$ cat src/rtl/edge_event_arbiter.sv
// edge_event_arbiter
//   Collects one-clock rise/fall pulses from NUM_CH edge detectors into
//   pending flags and hands them one at a time to a single consumer through
//   a valid/ready handshake, in round-robin slot order.
//   While the consumer is busy, a pulse is still caught in its flag.
//
// Ports
//   clk          system clock, rising edge
//   resetN       asynchronous active-low reset
//   riseIn       rising-edge pulses, one bit per channel
//   fallIn       falling-edge pulses, one bit per channel
//   enableMask   1 = channel may post new events
//   evtReady     consumer accepts the offered event
//   evtValid     an event is offered on evtChan/evtRising
//   evtChan      channel index of the offered event
//   evtRising    1 = rising edge, 0 = falling edge
//   pending      per channel, OR of its rise and fall flags
//   overflow     sticky: an edge hit a flag that was already set
//   overflowClr  one-cycle pulse that clears overflow
//
// Slot numbering: slot 2c is the rise of channel c, slot 2c+1 its fall.
module edge_event_arbiter #(
  parameter int NUM_CH = 5,
  parameter int IDX_W  = 3
) (
  input  logic              clk,
  input  logic              resetN,
  input  logic [NUM_CH-1:0] riseIn,
  input  logic [NUM_CH-1:0] fallIn,
  input  logic [NUM_CH-1:0] enableMask,
  input  logic              evtReady,
  output logic              evtValid,
  output logic [IDX_W-1:0]  evtChan,
  output logic              evtRising,
  output logic [NUM_CH-1:0] pending,
  output logic              overflow,
  input  logic              overflowClr
);

  localparam int NUM_SLOT = 2 * NUM_CH;
  localparam int SLOT_W   = $clog2(NUM_SLOT);
  localparam logic [NUM_SLOT-1:0] SLOT_ONE = {{(NUM_SLOT-1){1'b0}}, 1'b1};

  typedef enum logic [0:0] {
    ST_IDLE  = 1'b0,
    ST_OFFER = 1'b1
  } state_t;

  state_t              state_q, state_d;
  logic [NUM_SLOT-1:0] flags_q, flags_d;
  logic [SLOT_W-1:0]   rr_q, rr_d;
  logic [SLOT_W-1:0]   slot_q, slot_d;
  logic                evt_valid_q, evt_valid_d;
  logic [IDX_W-1:0]    evt_chan_q, evt_chan_d;
  logic                evt_rising_q, evt_rising_d;
  logic                overflow_q, overflow_d;

  logic [NUM_SLOT-1:0] set_s;
  logic [NUM_SLOT-1:0] clr_s;
  logic                grant_s;
  logic                ovf_hit_s;
  logic                found_s;
  logic [SLOT_W-1:0]   next_slot_s;

  // Slot index base+ofs, wrapped into 0..NUM_SLOT-1 (ofs never exceeds NUM_SLOT).
  function automatic logic [SLOT_W-1:0] wrap_slot(input int base, input int ofs);
    int sum;
    sum = base + ofs;
    if (sum >= NUM_SLOT) begin
      sum = sum - NUM_SLOT;
    end else begin
      sum = sum;
    end
    return sum[SLOT_W-1:0];
  endfunction

  // Masked edge pulses mapped onto their slots.
  always_comb begin
    set_s = {NUM_SLOT{1'b0}};
    for (int c = 0; c < NUM_CH; c++) begin
      set_s[2*c]   = riseIn[c] & enableMask[c];
      set_s[2*c+1] = fallIn[c] & enableMask[c];
    end
  end

  // Flag update: a grant clears its slot, but a same-cycle set on that slot wins.
  always_comb begin
    grant_s    = (state_q == ST_OFFER) & evtReady;
    clr_s      = grant_s ? (SLOT_ONE << slot_q) : {NUM_SLOT{1'b0}};
    flags_d    = (flags_q & ~clr_s) | set_s;
    // Only a flag that survives this cycle can be overrun.
    ovf_hit_s  = |(set_s & flags_q & ~clr_s);
    overflow_d = ovf_hit_s ? 1'b1 : (overflowClr ? 1'b0 : overflow_q);
  end

  // Round-robin search: first set slot after rr_q with wrap. Walking from the
  // farthest candidate down to the nearest lets the nearest one win.
  always_comb begin
    found_s     = 1'b0;
    next_slot_s = {SLOT_W{1'b0}};
    for (int i = NUM_SLOT; i >= 1; i--) begin
      found_s     = found_s | flags_q[wrap_slot(int'(rr_q), i)];
      next_slot_s = flags_q[wrap_slot(int'(rr_q), i)] ? wrap_slot(int'(rr_q), i) : next_slot_s;
    end
  end

  // Handshake FSM next state and registered event outputs.
  always_comb begin
    state_d      = state_q;
    rr_d         = rr_q;
    slot_d       = slot_q;
    evt_valid_d  = evt_valid_q;
    evt_chan_d   = evt_chan_q;
    evt_rising_d = evt_rising_q;
    case (state_q)
      ST_IDLE: begin
        if (found_s) begin
          state_d      = ST_OFFER;
          slot_d       = next_slot_s;
          evt_valid_d  = 1'b1;
          evt_chan_d   = IDX_W'(next_slot_s[SLOT_W-1:1]);
          evt_rising_d = ~next_slot_s[0];
        end else begin
          evt_valid_d  = 1'b0;
        end
      end
      ST_OFFER: begin
        if (evtReady) begin
          state_d     = ST_IDLE;
          rr_d        = slot_q;
          evt_valid_d = 1'b0;
        end else begin
          evt_valid_d = 1'b1;
        end
      end
      default: begin
        state_d     = ST_IDLE;
        evt_valid_d = 1'b0;
      end
    endcase
  end

  // All state registers; the pointer resets to the last slot so the first
  // search after reset begins at slot 0.
  always_ff @(posedge clk or negedge resetN) begin
    if (!resetN) begin
      state_q      <= ST_IDLE;
      flags_q      <= {NUM_SLOT{1'b0}};
      rr_q         <= SLOT_W'(NUM_SLOT - 1);
      slot_q       <= {SLOT_W{1'b0}};
      evt_valid_q  <= 1'b0;
      evt_chan_q   <= {IDX_W{1'b0}};
      evt_rising_q <= 1'b0;
      overflow_q   <= 1'b0;
    end else begin
      state_q      <= state_d;
      flags_q      <= flags_d;
      rr_q         <= rr_d;
      slot_q       <= slot_d;
      evt_valid_q  <= evt_valid_d;
      evt_chan_q   <= evt_chan_d;
      evt_rising_q <= evt_rising_d;
      overflow_q   <= overflow_d;
    end
  end

  // pending is a direct view of the registered flags.
  always_comb begin
    pending = {NUM_CH{1'b0}};
    for (int c = 0; c < NUM_CH; c++) begin
      pending[c] = flags_q[2*c] | flags_q[2*c+1];
    end
  end

  assign evtValid  = evt_valid_q;
  assign evtChan   = evt_chan_q;
  assign evtRising = evt_rising_q;
  assign overflow  = overflow_q;

endmodule
$ cat config.mk
export PLATFORM = sky130hd
export DESIGN_NAME = edge_event_arbiter
export DESIGN_NICKNAME = d
export VERILOG_FILES = /design/src/rtl/edge_event_arbiter.sv
export SDC_FILE = /design/constraint.sdc
export NUM_CORES = 1
export LEC_CHECK = 0
export ABC_CLOCK_PERIOD_IN_PS = 5300
export CORE_ASPECT_RATIO = 2
export CORE_MARGIN = 8
export CORE_UTILIZATION = 45
export CTS_CLUSTER_SIZE = 25
export DETAILED_ROUTE_END_ITERATION = 8
export DONT_BUFFER_PORTS = 1
export PLACE_DENSITY_LB_ADDON = 0.25
export RECOVER_POWER = 25
export SYNTH_ARGS = -nofsm -noshare
export SYNTH_HDL_FRONTEND = slang
export SYNTH_SLANG_ARGS = --single-unit
$ cat constraint.sdc
create_clock -name clk -period 5.3 [get_ports clk]
set_input_delay 0.265 -clock clk [delete_from_list [all_inputs] [get_ports clk]]
set_output_delay 0.265 -clock clk [all_outputs]
set_load 0.02 [all_outputs]
# --- Word level (Yosys, flattened, before mapping) ---
# Index checks and enable logic that the tools add are counted.
word_totals:
  in_bits: 19
  reg_bits: 24
  output_inout_bits: 11
op_classes:
  mux: 46
  bitwise_logic: 32
  shifts: 1
  reduce_logical: 4
  addsub: 20
  order_cmp: 20
ops:
  columns: ["operator", "n"]
  rows:
  - ["4-bit two-way mux", 20]
  - ["5-bit by 4-bit >= comparator with 1-bit output, second input constant", 10]
  - ["4-bit by 5-bit < comparator with 1-bit output, second input constant", 10]
  - ["1-bit binary-select mux with 4-bit select", 10]
  - ["4-bit subtractor, second input constant", 10]
  - ["10-bit bitwise AND", 3]
  - ["4-bit by 3-bit adder with 5-bit output, second input constant", 4]
  - ["4-bit by 4-bit adder with 5-bit output, second input constant", 3]
  - ["1-bit two-way mux", 14]
  - ["1-bit bitwise OR", 14]
  - ["1-bit bitwise AND", 11]
  - ["4-bit by 2-bit adder with 5-bit output, second input constant", 2]
  - ["10-bit two-way mux", 1]
  - ["10-bit NOT", 1]
  - ["10-bit bitwise OR", 1]
  - ["10-bit OR reduction", 1]
  - ["1-bit by 4-bit left shift with 10-bit output, first input constant", 1]
  - ["4-bit by 1-bit adder with 5-bit output, second input constant", 1]
  - ["2-bit AND reduction", 2]
  - ["1-bit NOT", 2]
  - ["1-bit one-hot mux with 2 select lines", 1]
  - ["2-bit nonzero test", 1]

# --- Longest topological paths before layout ---
# Gate-level depths: netlist of run 1.
depth:
  ltp_word: 16
  depth_mapped: 20
  mapped_depth_nobuf: 14

# --- Worst setup path before layout of run 1 ---
# No wires, ideal clock.
synth_path:
  path_kind: "flip-flop to flip-flop"
  start: "register rr_q[0]"
  end: "register evt_rising_q (netlist: evtRising)"
  arrival_ns: 4.417
  setup_time_ns: 0.125
  path_buffers: 6
  stages_incl_launch_ff: 19
  required_ns: 5.175
  path_slack_ns: 0.758
  path_cell_list: "dfstp_2 > buf_6 > buf_6 > buf_4 > inv_1 > ha_1 > clkbuf_1 > inv_1 > clkbuf_1 > ha_1 > clkbuf_1 > a21oi_1 > a311oi_2 > a2bb2oi_1 > o221ai_1 > o21ai_1 > and4bb_2 > a41oi_2 > mux2_2"
synth_via:
  elab_chain_cells: 16
  word_cells_on_any_way: 81
  classes_between: "add/sub (20); order compare (10); mux (40); bitwise (10); reduce/logical (1)"
synth_rtl:
  columns: ["item", "line", "source"]
  rows:
  - ["start, declared", "51", "logic [SLOT_W-1:0] rr_q, rr_d;"]
  - ["start signal, assigned", "149", "rr_q <= SLOT_W'(NUM_SLOT - 1);"]
  - ["start signal, assigned", "158", "rr_q <= rr_d;"]
  - ["4-bit by 4-bit adder with 5-bit output", "68", "sum = base + ofs;"]
  - ["4-bit subtractor or 5-bit by 4-bit >= comparator with 1-bit output (tied branches)", "70, 69", null]
  - ["4-bit two-way mux", "69", "if (sum >= NUM_SLOT) begin"]
  - ["1-bit binary-select mux with 4-bit select", "102, 103", null]
  - ["1-bit two-way mux (implied by the code)", "102, 103", null]
  - ["4-bit two-way mux (10 in a row)", "103", "next_slot_s = flags_q[wrap_slot(int'(rr_q), i)] ? wrap_slot(int'(rr_q), i) : next_slot_s;"]
  - ["1-bit NOT", "122", "evt_rising_d = ~next_slot_s[0];"]
  - ["end signal, assigned", "162", "evt_rising_q <= evt_rising_d;"]
  - ["end, declared", "55", "logic evt_rising_q, evt_rising_d;"]
# Several ways; a longest one is shown, not always the timed one. The select of a mux whose other input is x is not followed.
# A chain may end at the register's enable or synchronous reset.

# --- Worst setup path in the final report of run 1 ---
layout_path:
  start: "register rr_q[0]"
  end: "register slot_q[1]"
layout_via:
  elab_chain_cells: 15
  word_cells_on_any_way: 80
  classes_between: "add/sub (20); order compare (10); mux (40); bitwise (9); reduce/logical (1)"
layout_rtl:
  columns: ["item", "line", "source"]
  rows:
  - ["4-bit by 4-bit adder with 5-bit output", "68", null]
  - ["4-bit subtractor or 5-bit by 4-bit >= comparator with 1-bit output (tied branches)", "70, 69", null]
  - ["4-bit two-way mux", "69", null]
  - ["1-bit binary-select mux with 4-bit select", "102, 103", null]
  - ["1-bit two-way mux (implied by the code)", "102, 103", null]
  - ["4-bit two-way mux or 1-bit bitwise OR (tied branches) (9 in a row)", "103, 102", null]
  - ["4-bit two-way mux or 2-bit AND reduction (tied branches)", null, null]
  - ["end signal, assigned", "150", "slot_q <= {SLOT_W{1'b0}};"]
  - ["end signal, assigned", "159", "slot_q <= slot_d;"]
  - ["end, declared", "52", "logic [SLOT_W-1:0] slot_q, slot_d;"]
# Several ways; a longest one is shown, not always the timed one. The select of a mux whose other input is x is not followed.

==> impl_metrics.toml, run 1 <==
[drt]
avgViaCountPerCell = 6.88
ant_nets = 0
post_drt_wl_per_cell_um = 25.0
drt_first_pass_iters = 5
num_vias = 3962
drt_iter0_drc = 296
finalWirelength_um = 14400
drcViolationCount = 0

[place]
hpwlAfterDp_um = 11500
finalWeightedCongestion = 1.07
portBuffers = 0

[synth]
syn-num-nets = 531
ys_async_sr_fraction_pct = 100
synth_ff_type = "dfrtp_1"
synth_common_cells = "nand2_1 (54), o21ai_0 (37), nor2_1 (33), a21oi_1 (24), inv_1 (23)"
ys_ff_latch = 21
ys_warn_count = 0
yosysMostFrequentCell = "nand2_1"
synth_top_area_share_pct = 12.1
avgSynthCellArea_um2 = 8.01
seq_area_frac_synth_pct = 13.5
synth-edff-count = 0
syn_inst = 490
synth_area_leaders = "dfrtp_1 (12%), ha_1 (6.7%), mux4_2 (5.7%), mux2i_1 (5.4%), nand2_1 (5.2%)"
netlist_area_um2 = 3930
yosys.area.top_type = "dfrtp_1"
synth_cell_types = 83

[setup_path]
cp-end-kind = "flop"
worstSetupStartpointType = "flop"
rr_worst_depth = 11
crit_path_end = "slot_q[1]"
worstPathArrival_ns = 4.78
required_ns = 5.48
r2r_slack_ns = 0.69
critPathLaunch = "rr_q[0]"
r2r-start = "rr_q[0]"
setup.worst_path.class = "reg -> reg"
r2r-end = "slot_q[1]"
crit_fanout = 24

[floorplan]
start_util_pct = 46.0
fp.dieW_um = 82.0
ios = 30
num_rows = 48
die_h_um = 148
coreArea_um2 = 8530
die-area_um2 = 12100

[timing]
slew_headroom_pct = -8.47
fin_setup_tns_ns = 0
max_freq_mhz = 217
rsz0062_at_grt = "no"
drv_slew = 25
worst-slew-pin-transition_ns = 1.63
hold_violations = 0
fin_crit_ns = 4.61
fin_skew_ns = 0.00566
fin_crit_sh_pct = 86.9
finalSetupViolCount = 0

[global_route]
grt_usage_pct = 24.5
grt_pass1_vias = 4058
overflow = 0
grt_max_degree = 27
grt_pass1_wl_um = 22300
antenna_found_initial = 0

[finish]
drive_above_1_share_pct = 15.1
diodes = 0
num-fill-cells = 864
layout.nets = 518
syn2layout_area_growth_pct = 2.33

[cts]
root_buffer = "clkbuf_16"
cts_sinks = 21
post-cts-setup-buffers = 0
h-tree-depth = 1
cts_buffers = 3
holdBufCountCts = 1
clock_latency_ns = 0.26
clk_pin_slew_ns = 0.06
cts_tree = "done"
cts_resized = 0
clock_path_buffers = 2

[run]
max-cap-violations = 1

[run_status]
violations = "capacitance limit, slew limit"
status = "complete, but fails checks"

[hold_path]
min_path_type = "in -> reg"
==> sequential cells by signal, summed over array words and instances, names as in the netlist <==
| register | flops |
|---|---|
| evtRising | 1 |
| flags_q | 10 |
| slot_q | 4 |
| rr_q | 4 |
| overflow | 1 |
| state_q | 1 |
==> cell families after synthesis <==
kind of cell    Yosys count  synth area share (%)
compound gates          147                  27.1
xor+xnor                 20                  5.01
fa+ha+maj                22                  7.20
buf+inv                  53                  7.08
flops                    21                  13.5
mux                      48                  16.0
simple gates            179                  24.2
==> critical path, cell delays in order (launching register included) <==
cell       delay, ns
dfstp_2         0.55
clkbuf_1        1.17
mux2_2          0.48
nor2_1          0.35
a21oi_1         0.14
o221ai_1        0.27
o21ai_1         0.20
a2111oi_2       0.33
o221ai_1        0.25
a311o_1         0.37
a31o_1          0.23
a41oi_2         0.16
==> layout by cell type, fill, tap and decap left out, types with 5 or more instances in the layout <==
cell type and n:
nand2_1 54, o21ai_0 37, nor2_1 33, a21oi_1 24, inv_1 23, mux2i_1 21
ha_1 21, dfrtp_1 19, mux2_2 17, xnor2_1 15, nand2b_1 15, mux4_2 10
nor3_1 9, nand3_1 8, nand4_1 8, o22ai_1 8, or2_2 7, a31oi_1 7
buf_4 7, or3_1 6, o211ai_1 6, and3_1 6, nand3b_1 5, a211oi_1 5
==> final cells by class <==
| type | count | area [um^2] | share of cell area [%] |
|---|---|---|---|
| clock inverters | 1 | 5.00 | 0.125 |
| clock buffers | 3 | 75.1 | 1.87 |
| inverters | 26 | 97.6 | 2.43 |
| well taps | 100 | 125 | 3.12 |
| flip-flops and latches | 21 | 528 | 13.1 |
| multi-input cells | 416 | 3120 | 77.7 |
| repair buffers | 9 | 66.3 | 1.65 |
==> how the worst min path moves through the flow <==
| stage | from | end | cells after the start |
|---|---|---|---|
| floorplan | resetN | evtRising | 0 |
| global placement | resetN | slot_q[0] | 0 |
| detailed placement | resetN | slot_q[0] | 0 |
| CTS | enableMask[4] | flags_q[9] | 2 |
| global route | fallIn[2] | flags_q[5] | 2 |
| finish | enableMask[4] | flags_q[9] | 2 |
==> per-layer routing <==
metal / track usage (%) / vias to the layer above / wire length, um
met5: 0 / - / 0
met1: 22.8 / 1900 / 4710
met3: 3.93 / 71 / 803
li1: - / 1807 / -
met2: 43.9 / 184 / 7680
met4: 19.9 / 0 / 1230
==> metrics by stage <==
stage	util, %	worst slack (ns)	cells	hold WS [ns]	instance area [um^2]
global route	47.1	0.414	576	0.121	4020
CTS	47.1	0.802	576	0.113	4020
finish	47.1	0.692	576	0.116	4020
global placement	46.1	0.876	571	-0.0299	3930
detailed placement	46.1	0.833	571	-0.0299	3930
floorplan	-	0.758	490	-0.0306	3930
Power of run 1 is not shown: default switching activity piles up to over one toggle a cycle in this logic, so the estimate is an artifact.
==> run 2: changes to the inputs <==
--- a/config.mk
+++ b/config.mk
@@ -5,15 +5,17 @@
 export SDC_FILE = /design/constraint.sdc
 export NUM_CORES = 1
 export LEC_CHECK = 0
+export ABC_AREA = 1
 export ABC_CLOCK_PERIOD_IN_PS = 5300
 export CORE_ASPECT_RATIO = 2
 export CORE_MARGIN = 8
-export CORE_UTILIZATION = 45
+export CORE_UTILIZATION = 50
 export CTS_CLUSTER_SIZE = 25
 export DETAILED_ROUTE_END_ITERATION = 8
 export DONT_BUFFER_PORTS = 1
 export PLACE_DENSITY_LB_ADDON = 0.25
 export RECOVER_POWER = 25
+export SKIP_LAST_GASP = 1
 export SYNTH_ARGS = -nofsm -noshare
 export SYNTH_HDL_FRONTEND = slang
 export SYNTH_SLANG_ARGS = --single-unit
==> impl_metrics.toml, run 2 <==
[global_route]
overflow = 0
grt_max_degree = 34
grt_pass1_vias = 3341
antenna_found_initial = 0
grt_pass1_wl_um = 15600
grt_usage_pct = 21.4

[floorplan]
die-area_um2 = 9390
num_rows = 41
fp.dieW_um = 72.6
coreArea_um2 = 6260
start_util_pct = 51.3
die_h_um = 129
ios = 30

[setup_path]
required_ns = 5.44
cp-end-kind = "flop"
cp_slowest_stage_delay_ns = 0.70
critPathLaunch = "rr_q[1]"
setup.worst_path.class = "reg -> reg"
path_cells = "inv_1 > ha_1 > inv_1 > ha_1 > nand3_2 > nand2_2 > nand2_1 > o21ai_1 > nand3_1 > nand2_1 > nand2_1 > and2_1 > inv_2 > nor2_1 > o21ai_1 > nand2_1 > nand2_1 > nand2_1 > nand2_1 > nand2_1 > nand2_1 > nand2_1 > nand2_1 > o21ai_2"
r2r-start = "rr_q[1]"
worstSetupStartpointType = "flop"
slowest_stage = "dfrtp_1"
crit_top_cell = "nand2_1"
crit_fanout = 16
worstPathArrival_ns = 4.21

[finish]
largest_reg_flops = 10
largest-register = "flags_q"
final_common_cell = "nand2_1"
fin_area_um2 = 3350
diodes = 0
finalNonFillerCells = 577
layout_common_cells = "nand2_1 (124), inv_1 (62), a21oi_1 (30)"
layout_top_registers = "flags_q (10), rr_q (4), slot_q (4)"
drive_above_1_share_pct = 15.1
syn2layout_area_growth_pct = 4.52
layout.nets = 533

[synth]
synth-compound-area-share_pct = 21.6
ys_async_sr_fraction_pct = 100
synth_cell_types = 48
ys_ff_latch = 21
synth_top_area_share_pct = 14.8
synth_common_cells = "nand2_1 (124), inv_1 (62), a21oi_1 (30), nor2_1 (28), o21ai_0 (28)"
netlist_area_um2 = 3210
synth_area_leaders = "dfrtp_1 (15%), nand2_1 (15%), ha_1 (8.2%), inv_1 (7.3%), a21oi_1 (4.7%)"
synth-edff-count = 0
synthXorXnorAreaFrac_pct = 6.71
yosysMostFrequentCell = "nand2_1"
yosys.area.top_type = "dfrtp_1"
synth_simple_gate_area_share_pct = 35.8
synth_mux_area_share_pct = 0
synth_top_family_by_area = "simple AND/OR/NAND/NOR gates"
avgSynthCellArea_um2 = 6.51
synth_ff_type = "dfrtp_1"
seq_area_frac_synth_pct = 16.5
syn-num-nets = 534
ys_warn_count = 0
syn_inst = 493
synth_fa_ha_area_share_pct = 8.81

[place]
dpl_cell_area_um2 = 3260
finalWeightedCongestion = 1.03
portBuffers = 0
dp.cells = 572
hpwlAfterDp_um = 8300

[drt]
dr_wl_met3_um = 366
num_vias = 3298
drt_first_pass_iters = 5
route.met2.wl_um = 5470
finalWirelength_um = 9910
drt-met1-wl_um = 3240
drcViolationCount = 0
ant_nets = 0
post_drt_wl_per_cell_um = 17.2
top_layer_used = "met4"
avgViaCountPerCell = 5.72
drt_iter0_drc = 179

[hold_path]
min_from = "overflowClr"
min_path_type = "in -> reg"

[cts]
cts_buffers = 3
cts_resized = 0
cts_sinks = 21
clk_pin_slew_ns = 0.05
h-tree-depth = 1
clock_latency_ns = 0.26
clock_path_buffers = 2
cts_tree = "done"
root_buffer = "clkbuf_16"

[timing]
fin_crit_sh_pct = 76.9
drv_slew = 0
max_freq_mhz = 245
rsz0062_at_grt = "no"
fin_setup_tns_ns = 0
fin_skew_ns = 0.00137
slew_headroom_pct = 34.5
worst-slew-pin-transition_ns = 0.979
fin_crit_ns = 4.07
hold_violations = 0
finalSetupViolCount = 0

[run_status]
status = "finished clean"

[run]
max-cap-violations = 0
[run 2: critical path: cells and delay by family (launching register included)]
kind	cells	cell delay, ns
AO/OA/AOI/OAI	3	0.33
adder cells (fa/ha/maj)	2	0.83
flip-flops	1	0.70
AND/OR/NAND/NOR	16	1.26
buffers and inverters	3	0.81
[run 2: per-layer routing]
metal | up-vias | global-route usage [%]
met1 | 1530 | 17.1
met3 | 43 | 3.02
li1 | 1620 | -
met5 | - | 0
met2 | 105 | 41.9
met4 | 0 | 19.5
[run 2: logic make-up (layout without fill, tap and decap cells)]
group / count (synthesis) / count (layout)
buf+inv: 82 / 80
fa+ha+maj: 22 / 22
compound gates: 113 / 113
xor+xnor: 16 / 16
flops: 21 / 21
simple gates: 239 / 239
[run 2: path summary, 6_finish.rpt]
kind	depth (start not counted)	slack, ns	endpoint
hold reg to reg	1	0.55	flags_q[1]
min in group asynchronous	1	0.61	slot_q[1]
setup reg to reg	24	1.23	slot_q[2]
hold / removal	1	0.11	overflow
setup / recovery	24	1.23	slot_q[2]
max in group asynchronous	1	4.09	flags_q[5]
[run 2: final cells by class]
| cell class | count | area [um^2] |
|---|---|---|
| clock buffers | 4 | 78.8 |
| well taps | 86 | 108 |
| inverters | 74 | 283 |
| multi-input cells | 390 | 2340 |
| repair buffers | 2 | 17.5 |
| flip-flops and latches | 21 | 528 |
| fillers | 658 | 2910 |
[run 2: metrics by stage]
stage          worst slack (ns)  util, %  hold slack, ns
6_report                   1.23     53.6           0.114
5_1_grt                   0.815     53.6           0.112
4_1_cts                    1.23     53.6           0.113
3_5_place_dp               1.24     52.2         -0.0299
3_3_place_gp               1.41     52.2         -0.0299
2_1_floorplan              1.98        -         -0.0306
[run 2: what timing repair did]
action,CTS,global route
buffers inserted,0,0
hold buffers,1,0
hold endpoints to repair,21,0
Power of run 2 is left out for the same reason.
==> run 3: changes to the inputs <==
--- a/config.mk
+++ b/config.mk
@@ -6,7 +6,7 @@
 export NUM_CORES = 1
 export LEC_CHECK = 0
 export ABC_AREA = 1
-export ABC_CLOCK_PERIOD_IN_PS = 5300
+export ABC_CLOCK_PERIOD_IN_PS = 4100
 export CORE_ASPECT_RATIO = 2
 export CORE_MARGIN = 8
 export CORE_UTILIZATION = 50
==> constraint.sdc (replaced) <==
create_clock -name clk -period 4.1 [get_ports clk]
set_input_delay 0.205 -clock clk [delete_from_list [all_inputs] [get_ports clk]]
set_output_delay 0.205 -clock clk [all_outputs]
set_load 0.02 [all_outputs]
==> impl_metrics.toml, run 3 (same netlist as run 2, synthesis figures left out) <==
[setup_path]
crit_fanout = 12
path_buf_inv = 4
path_cells = "inv_2 > ha_1 > inv_1 > ha_1 > nand2_1 > nand2_4 > nand3_1 > nand2_2 > o21ai_1 > a21oi_1 > o21bai_1 > and2_4 > inv_2 > nor2_2 > nand4_2 > nand2_4 > inv_2 > nor2_1 > a21oi_1"
cp_slowest_stage_delay_ns = 0.64
rr_worst_depth = 19
required_ns = 4.23
worstSetupStartpointType = "flop"
slowest_stage = "dfstp_2"
worstPathArrival_ns = 3.70
crit_top_cell = "inv_2"
r2r-start = "rr_q[0]"
setup.worst_path.class = "reg -> reg"
path_delay_family = "simple AND/OR/NAND/NOR gates"
cp-end-kind = "flop"
r2r-end = "evtRising"
r2r_slack_ns = 0.53

[timing]
fin_crit_ns = 3.57
hold_violations = 0
fin_skew_ns = 0.00254
fin_setup_tns_ns = 0
fin_crit_sh_pct = 87.0
max_freq_mhz = 280
finalSetupViolCount = 0
rsz0062_at_grt = "no"
worst-slew-pin-transition_ns = 0.957
slew_headroom_pct = 36.0
drv_slew = 0
worst_slack_ns = 0.532

[drt]
finalWirelength_um = 9940
drcViolationCount = 0
drt_first_pass_iters = 4
avgViaCountPerCell = 5.69
drt_iter0_drc = 200
post_drt_wl_per_cell_um = 17.1
ant_nets = 0
num_vias = 3302

[floorplan]
fp.dieW_um = 72.6
die-area_um2 = 9390
start_util_pct = 51.3
die_h_um = 129
coreArea_um2 = 6260
ios = 30
num_rows = 41

[place]
hpwlAfterDp_um = 8380
portBuffers = 0
finalWeightedCongestion = 1.03
place_ws_ns = 0.586
dpl_cell_area_um2 = 3290

[finish]
syn2layout_area_growth_pct = 5.23
layout.nets = 536
largest_reg_flops = 10
drive_above_1_share_pct = 15.6
fin_area_um2 = 3380
ff_latch_area_um2 = 528
multi_input_area_um2 = 2340
num-fill-cells = 653
layout_top_registers = "flags_q (10), rr_q (4), slot_q (4)"
diodes = 0
final_core_util_pct = 53.9
largest-register = "flags_q"
layout_common_cells = "nand2_1 (124), inv_1 (62), a21oi_1 (30)"
final_common_cell = "nand2_1"

[cts]
clock_path_buffers = 2
clk_pin_slew_ns = 0.05
clock_latency_ns = 0.26
cts_sinks = 21
root_buffer = "clkbuf_16"
cts_tree = "done"
cts_buffers = 3
h-tree-depth = 1

[hold_path]
min_from = "overflowClr"
min_path_type = "in -> reg"
hold_end = "overflow"
min_path_cells = 1

[global_route]
grt_pass1_vias = 3392
grt_pass1_wl_um = 15800
grt_usage_pct = 21.7
overflow = 0
grt_max_degree = 24
antenna_found_initial = 0

[run]
max-cap-violations = 0

[run_status]
status = "finished clean"
[run 3: cell count changes in the layout (fill, tap and decap cells not counted)]
| cell | previous run | this run |
|---|---|---|
| buf_4 | 1 | 4 |
[run 3: final cells by class]
| class | instances | share of cell area (%) |
|---|---|---|
| Multi-Input combinational cell | 390 | 69.3 |
| Clock buffer | 4 | 2.34 |
| Sequential cell | 21 | 15.6 |
| Timing Repair Buffer | 5 | 1.19 |
| Tap cell | 86 | 3.19 |
| Inverter | 74 | 8.38 |
[run 3: metrics by stage]
| stage | hold slack (ns) | cells |
|---|---|---|
| 6_report | 0.0632 | 580 |
| 5_1_grt | 0.0661 | 580 |
| 4_1_cts | 0.0705 | 580 |
| 3_5_place_dp | -0.0900 | 575 |
| 3_3_place_gp | -0.0899 | 575 |
| 2_1_floorplan | -0.0906 | 493 |
[run 3: worst max path at each step]
stage / cells past startpoint / start / slack, ns / to
3_3_place_gp: 19 / rr_q[0] / 0.69 / evtRising
6_report: 19 / rr_q[0] / 0.53 / evtRising
2_1_floorplan: 21 / rr_q[1] / 0.78 / evtRising
5_1_grt: 19 / rr_q[1] / 0.29 / evtRising
3_5_place_dp: 19 / rr_q[0] / 0.59 / evtRising
4_1_cts: 19 / rr_q[0] / 0.58 / evtRising
[run 3: timing repair]
item | in CTS | in global routing
endpoints found under the setup margin | 0 | 0
setup buffers | 0 | 0
hold buffers | 1 | 0
resized for setup | 0 | 0
endpoints found under the hold margin | 21 | 0
[run 3: routing by layer]
metal | part of all wire (%) | vias to the layer above | track usage (%)
met1 | 33 | 1560 | 17.2
met4 | 4.5 | 0 | 13.3
li1 | - | 1624 | -
met3 | 3.5 | 27 | 2.71
met5 | 0 | - | 0
met2 | 59 | 91 | 45.5
Power of run 3 is left out for the same reason.
